**src/rtl/p2s_rr_sched_pkg.sv**
```systemverilog
// ---------------------------------------------------------------------------
// p2s_pkg
// Shared definitions for the parallel-to-serial scheduler and its planned
// serial-to-parallel counterpart.
//   P2S_W      : word width shared with the shifter instance
//   state_e    : scheduler states
//   rr_search  : round-robin first-set search (up to 8 requesters)
// ---------------------------------------------------------------------------
package p2s_pkg;

    localparam int unsigned P2S_W = 32;

    typedef enum logic [1:0] {
        ST_IDLE,
        ST_LOAD,
        ST_SHIFT,
        ST_GAP
    } state_e;

    // Index of the first set bit of req[n-1:0], searching upward from ptr and
    // wrapping at n. Returns 0 when nothing is set; callers qualify with |req.
    function automatic int unsigned rr_search(input logic [7:0]  req,
                                              input logic [2:0]  ptr,
                                              input int unsigned n);
        int unsigned idx;
        int unsigned j;
        logic        found;
        idx   = 0;
        found = 1'b0;
        for (int unsigned i = 0; i < 8; i++) begin
            if (i < n) begin
                j = (32'(ptr) + i) % n;
                if (!found && req[j]) begin
                    found = 1'b1;
                    idx   = j;
                end
            end
        end
        return idx;
    endfunction

endpackage

```
**src/rtl/p2s_rr_sched_rr_pick.sv**
```systemverilog
// ---------------------------------------------------------------------------
// rr_pick
// Combinational round-robin picker.
//   req_i   : request vector
//   ptr_i   : highest-priority index for this pick
//   found_o : at least one request is set
//   idx_o   : first set request at or above ptr_i, with wrap-around
// ---------------------------------------------------------------------------
module rr_pick
    import p2s_pkg::*;
#(
    parameter int unsigned N_REQ = 4
) (
    input  logic [N_REQ-1:0]         req_i,
    input  logic [$clog2(N_REQ)-1:0] ptr_i,
    output logic                     found_o,
    output logic [$clog2(N_REQ)-1:0] idx_o
);

    localparam int unsigned IW = $clog2(N_REQ);

    assign found_o = |req_i;
    assign idx_o   = IW'(rr_search(8'(req_i), 3'(ptr_i), N_REQ));

endmodule

```
**src/rtl/p2s_rr_sched.sv**
```systemverilog
// ---------------------------------------------------------------------------
// p2s_rr_sched
// Round-robin scheduler sharing one LSB-first parallel-to-serial shifter
// among N_REQ word producers.
//   clk_i, rst_i      : clock, synchronous active-high reset
//   req_i / data_i    : per-requester request and word (word i at [i*W +: W])
//   ack_o             : one-cycle pulse, word loaded into the shifter
//   done_o            : one-cycle pulse, word fully shifted out
//   busy_o, gnt_id_o  : scheduler active / current owner
//   err_to_o          : sticky shifter timeout
//   ser_load_o, ser_enable_o, ser_par_in_o, ser_valid_i : shifter interface
// ---------------------------------------------------------------------------
module p2s_rr_sched
    import p2s_pkg::*;
#(
    parameter int unsigned N_REQ  = 4,
    parameter int unsigned W      = P2S_W,
    parameter int unsigned GAP    = 1,
    parameter int unsigned TO_LIM = W + 3
) (
    input  logic                     clk_i,
    input  logic                     rst_i,
    input  logic [N_REQ-1:0]         req_i,
    input  logic [N_REQ*W-1:0]       data_i,
    output logic [N_REQ-1:0]         ack_o,
    output logic [N_REQ-1:0]         done_o,
    output logic                     busy_o,
    output logic [$clog2(N_REQ)-1:0] gnt_id_o,
    output logic                     err_to_o,
    output logic                     ser_load_o,
    output logic                     ser_enable_o,
    output logic [W-1:0]             ser_par_in_o,
    input  logic                     ser_valid_i
);

    localparam int unsigned IW  = $clog2(N_REQ);
    localparam int unsigned SHW = $clog2(TO_LIM + 1);

    state_e             state_q;
    logic [IW-1:0]      rr_ptr_q;
    logic [IW-1:0]      gnt_q;
    logic               err_q;
    logic [N_REQ-1:0]   ack_q;
    logic [N_REQ-1:0]   done_q;
    logic               load_q;
    logic [W-1:0]       par_q;
    logic [SHW-1:0]     sh_cnt_q;
    logic [3:0]         gap_cnt_q;

    logic               pick_found;
    logic [IW-1:0]      pick_idx;
    logic [W-1:0]       pick_word;

    rr_pick #(
        .N_REQ (N_REQ)
    ) u_pick (
        .req_i   (req_i),
        .ptr_i   (rr_ptr_q),
        .found_o (pick_found),
        .idx_o   (pick_idx)
    );

    always_comb begin
        pick_word = data_i[32'(pick_idx) * W +: W];
    end

    // ack, load and the shifter word are registered on the IDLE->LOAD edge
    // so they are visible exactly during the LOAD cycle.
    always_ff @(posedge clk_i) begin
        if (rst_i) begin
            state_q   <= ST_IDLE;
            rr_ptr_q  <= '0;
            gnt_q     <= '0;
            err_q     <= 1'b0;
            ack_q     <= '0;
            done_q    <= '0;
            load_q    <= 1'b0;
            par_q     <= '0;
            sh_cnt_q  <= '0;
            gap_cnt_q <= '0;
        end else begin
            ack_q  <= '0;
            done_q <= '0;
            load_q <= 1'b0;
            case (state_q)
                ST_IDLE: begin
                    if (pick_found) begin
                        gnt_q           <= pick_idx;
                        ack_q[pick_idx] <= 1'b1;
                        load_q          <= 1'b1;
                        par_q           <= pick_word;
                        state_q         <= ST_LOAD;
                    end
                end
                ST_LOAD: begin
                    rr_ptr_q <= (gnt_q == IW'(N_REQ - 1)) ? '0 : gnt_q + 1'b1;
                    sh_cnt_q <= '0;
                    state_q  <= ST_SHIFT;
                end
                ST_SHIFT: begin
                    sh_cnt_q <= sh_cnt_q + 1'b1;
                    if (ser_valid_i) begin
                        done_q[gnt_q] <= 1'b1;
                        gap_cnt_q     <= '0;
                        state_q       <= (GAP == 0) ? ST_IDLE : ST_GAP;
                    end else if (sh_cnt_q == SHW'(TO_LIM - 1)) begin
                        err_q     <= 1'b1;
                        gap_cnt_q <= '0;
                        state_q   <= (GAP == 0) ? ST_IDLE : ST_GAP;
                    end
                end
                ST_GAP: begin
                    if (gap_cnt_q == 4'(GAP - 1)) begin
                        state_q <= ST_IDLE;
                    end else begin
                        gap_cnt_q <= gap_cnt_q + 1'b1;
                    end
                end
                default: state_q <= ST_IDLE;
            endcase
        end
    end

    assign ack_o        = ack_q;
    assign done_o       = done_q;
    assign busy_o       = (state_q != ST_IDLE);
    assign gnt_id_o     = gnt_q;
    assign err_to_o     = err_q;
    assign ser_load_o   = load_q;
    assign ser_enable_o = (state_q == ST_SHIFT);
    assign ser_par_in_o = par_q;

endmodule

```
**config.mk**
```make
export PLATFORM = sky130hd
export DESIGN_NAME = p2s_rr_sched
export DESIGN_NICKNAME = d
export VERILOG_FILES = /design/src/rtl/p2s_rr_sched_pkg.sv /design/src/rtl/p2s_rr_sched_rr_pick.sv /design/src/rtl/p2s_rr_sched.sv
export SDC_FILE = /design/constraint.sdc
export NUM_CORES = 1
export LEC_CHECK = 0
export CORE_MARGIN = 2
export CORE_UTILIZATION = 45
export CTS_BUF_LIST = sky130_fd_sc_hd__clkbuf_2
export DETAILED_ROUTE_END_ITERATION = 8
export DONT_BUFFER_PORTS = 1
export SYNTH_ARGS = -nofsm -noshare
export SYNTH_HDL_FRONTEND = slang
export SYNTH_SLANG_ARGS = --single-unit
```
**constraint.sdc**
```tcl
create_clock -name clk_i -period 1.96 [get_ports clk_i]
set_clock_uncertainty 0.05 [all_clocks]
set_input_delay 0.49 -clock clk_i [delete_from_list [all_inputs] [get_ports clk_i]]
set_output_delay 0.49 -clock clk_i [all_outputs]
set_load 0.02 [all_outputs]
```
==> PnR_summary.wiki <==
{| class="wikitable"
! Metric !! Value
|-
| TritonCTS clock tree || built
|-
| Commonest cells post-synth || sky130_fd_sc_hd__dfxtp_1 (58), sky130_fd_sc_hd__nor2_1 (53), sky130_fd_sc_hd__a211oi_1 (35)
|-
| Fill cell count || 736
|-
| Worst-case register-to-register setup slack || 150 ps
|-
| Number of vias in the routed layout || 3207
|-
| Final setup violation count || 0
|-
| Overall global routing resource usage || 24.3%
|-
| Unrepaired setup endpoints after global routing || yes
|-
| Hold violation total from the final report || 0
|-
| Post-synth ARST share || 0%
|-
| Post-DP HPWL || 7.14 mm
|-
| Initial Utilization || 46.7%
|-
| Top-area cell type share of the netlist area || 34.1%
|-
| PortBufs || 0
|-
| Post-synthesis to final-layout area growth || 12.1%
|-
| Clk pin slew, worst setup/hold paths || 150 ps
|-
| Most common cell in the synthesized netlist || sky130_fd_sc_hd__dfxtp_1
|-
| Setup slack after placement || -108 ps
|-
| Die Y || 91.0 um
|-
| Synth Register Bits || 58
|-
| Post-layout power || 5.32 mW
|-
| Post-Synthesis Mean Instance Area || 8.22 sq um
|-
| Remaining routing DRC violations || 0
|-
| Length of the first detailed-routing pass in iterations || 4
|-
| Min-Delay Path Class || in2reg
|-
| Placed cell count || 502
|-
| Start-to-end type of the worst setup path || reg2out
|-
| Post-Synthesis Cell Area || 3400 sq um
|-
| Maximum level of the CTS H-tree || 3
|-
| Num CTS Buffers || 9
|-
| Number of clock sinks || 58
|-
| Largest net degree at the start of global routing || 52
|-
| Leading register cell type out of synthesis || sky130_fd_sc_hd__dfxtp_1
|-
| Routed wire per std cell || 20.3 um
|-
| MaxCap Viol Count || 0
|-
| Yosys top cell by area || sky130_fd_sc_hd__dfxtp_1
|-
| Total die area || 8270 sq um
|-
| Kind of end point of the critical path || output port
|-
| Number of nets with antenna violations after detailed routing || 0
|-
| Sum Neg Setup Slack || 0 ps
|-
| Standby leakage power || 1.50 nW
|-
| Sequential cell area in the final layout || 1170 sq um
|-
| Maximum net fanout on the critical path || 4
|-
| Synth Warn # || 0
|-
| Sequential area share after synthesis || 34.1%
|-
| Post-route non-filler standard cell count || 522
|-
| Time the worst path needs with I/O delays and setup || 1910 ps
|-
| Cell area power density || 1390 nW/um^2
|-
| Post-route setup slack || 54.7 ps
|-
| Vias per Instance || 6.14
|-
| Cell depth of the worst hold path || 1
|-
| Share of post-route cells with drive strength above 1 || 14.9%
|-
| Highest clock rate || 525 MHz
|-
| Post-synth EDFFs || 0
|-
| Critical Path RT || 1420 ps
|-
| Instance count of the mapped netlist || 414
|-
| Status || finished clean
|-
| Slew at the pin closest to its max-slew limit || 621 ps
|-
| Worst EP arrival || 1370 ps
|-
| End point of the most critical hold path || ser_par_in_o[11]
|-
| Library cells used by synthesis || 38
|-
| Mapped Nets || 561
|-
| Category of the worst setup path launch point || register
|-
| Max-slew headroom || 58.6%
|-
| # diodes || 0
|-
| First-pass GRT wire length || 16.0 mm
|-
| Total core area || 7290 sq um
|-
| Capturing point of the worst reg2reg path || ser_par_in_o[8]
|-
| Area used by multi-input combinational logic || 2070 sq um
|-
| Hold path startpoint || rst_i
|-
| Total gr overflow || 0
|-
| Total I/O pin count || 181
|-
| Count of routing violations after the opening detailed-route iteration || 123
|-
| Clock Tree Buf Depth || 2
|-
| Nets || 566
|-
| Ranking of synthesized cells by area || sky130_fd_sc_hd__dfxtp_1 (34%), sky130_fd_sc_hd__a221oi_1 (8.5%), sky130_fd_sc_hd__a211oi_1 (7.7%), sky130_fd_sc_hd__nor2_1 (5.8%), sky130_fd_sc_hd__and3_1 (5.0%)
|-
| Worst vdd ir || 0.556 mV
|-
| Root buffer selected by CTS || sky130_fd_sc_hd__clkbuf_2
|-
| DRT Wirelength || 10.6 mm
|-
| Final Slew Violations || 0
|-
| Final worst path period share || 97.2%
|-
| Horizontal die dimension || 91.0 um
|-
| Rows || 31
|-
| Number of cells on the worst reg-to-reg path || 5
|-
| Insertion delay of the later-clocked pin in the worst-skew pair || 460 ps
|-
| Weighted congestion at the end of routability-driven global placement || 0.828
|-
| Via count of the first global-routing pass || 3144
|-
| Reg-to-reg critical path startpoint || rr_ptr_q[1]
|-
| Number of antenna violations at the first check in global routing || 0
|}
==> kinds of logic (layout without fill, tap and decap cells) <==
| kind of cell | count (synthesis) | count (layout) | share of synthesized area [%] |
|---|---|---|---|
| compound gates | 155 | 156 | 33.0 |
| simple gates | 130 | 130 | 19.4 |
| flops | 58 | 58 | 34.1 |
| buf+inv | 49 | 57 | 6.44 |
| fa+ha+maj | 12 | 12 | 4.41 |
| xor+xnor | 7 | 7 | 1.80 |
| mux | 3 | 3 | 0.883 |
==> layout by cell type (no fill, tap or decap), types with 5 or more instances in the layout <==
cell / synthesis / layout
sky130_fd_sc_hd__dfxtp_1: 58 / 54
sky130_fd_sc_hd__nor2_1: 53 / 51
sky130_fd_sc_hd__a211oi_1: 35 / 35
sky130_fd_sc_hd__a221oi_1: 33 / 33
sky130_fd_sc_hd__and3_1: 27 / 27
sky130_fd_sc_hd__o21ai_1: 25 / 26
sky130_fd_sc_hd__buf_4: 1 / 21
sky130_fd_sc_hd__a21boi_0: 20 / 20
sky130_fd_sc_hd__nand3_1: 13 / 13
sky130_fd_sc_hd__inv_1: 13 / 12
sky130_fd_sc_hd__ha_1: 12 / 11
sky130_fd_sc_hd__a21o_1: 10 / 10
sky130_fd_sc_hd__a21oi_1: 11 / 10
sky130_fd_sc_hd__o21ai_0: 11 / 10
sky130_fd_sc_hd__clkbuf_2: 0 / 10
sky130_fd_sc_hd__nand2_1: 9 / 9
sky130_fd_sc_hd__and2_1: 8 / 8
sky130_fd_sc_hd__buf_12: 0 / 7
sky130_fd_sc_hd__xor2_1: 6 / 6
sky130_fd_sc_hd__nand2b_1: 5 / 5
sky130_fd_sc_hd__a21boi_2: 5 / 5
==> how the worst max path moves through the flow <==
stage,start,end,slack [ps],cells after the start
floorplan,req_i[0],ser_par_in_o[21],1,8
global placement,req_i[1],ser_par_in_o[12],-60,6
detailed placement,req_i[1],ser_par_in_o[12],-110,6
CTS,state_q[0],busy_o,6,4
global route,state_q[0],busy_o,-20,4
finish,state_q[0],busy_o,50,4
==> layer usage <==
metal  track usage [%]  wire, um  vias up
li1                  -         -     1552
met1              28.1      4330     1510
met2              43.0      5310      130
met3              6.22       804       15
met4              8.96       151        0
met5                 0         0        -
==> registers in the layout (all words and copies together), names as in the netlist <==
| register | flops |
|---|---|
| ser_par_in_o | 32 |
| rr_ptr_q | 2 |
| gap_cnt_q | 4 |
| ack_o | 4 |
| state_q | 2 |
| done_o | 4 |
| gnt_id_o | 2 |
| ser_load_o | 1 |
| err_to_o | 1 |
| sh_cnt_q | 6 |
==> worst max-delay path, stage by stage (launching register included) <==
cell,delay (ps)
sky130_fd_sc_hd__dfxtp_2,370
sky130_fd_sc_hd__inv_1,70
sky130_fd_sc_hd__ha_2,200
sky130_fd_sc_hd__inv_2,120
sky130_fd_sc_hd__buf_4,160
==> through the flow <==
stage | utilization [%] | hold WS (ps) | area (sq um)
floorplan | - | 421 | 3430
global placement | 49.9 | 435 | 3640
detailed placement | 49.9 | 441 | 3640
CTS | 51.8 | 1.74 | 3780
global route | 52.3 | 19.0 | 3810
finish | 52.3 | 42.7 | 3810
==> report_power, final <==
part           switching, mW  internal (mW)  total [mW]
sequential             0.676           1.54        2.22
clock                  0.442          0.280       0.722
combinational           1.33           1.04        2.38
==> final cells by class <==
cell class | count | share of cell area [%]
Multi-Input combinational cell | 308 | 54.2
Sequential cell | 58 | 30.6
Timing Repair Buffer | 29 | 8.07
Tap cell | 99 | 3.25
Clock buffer | 10 | 1.31
Inverter | 13 | 1.28
Clock inverter | 5 | 1.21
==> what timing repair did <==
| item | CTS | global route |
|---|---|---|
| endpoints found under the setup margin | 5 | 35 |
| hold buffers | 2 | 0 |
| endpoints found under the hold margin | 33 | 0 |
| gates resized for setup | 4 | 7 |
| buffers inserted | 1 | 1 |
| pin swaps | 0 | 1 |
| gates cloned | 0 | 1 |
Note: power is estimated with default switching activity, not from simulation.
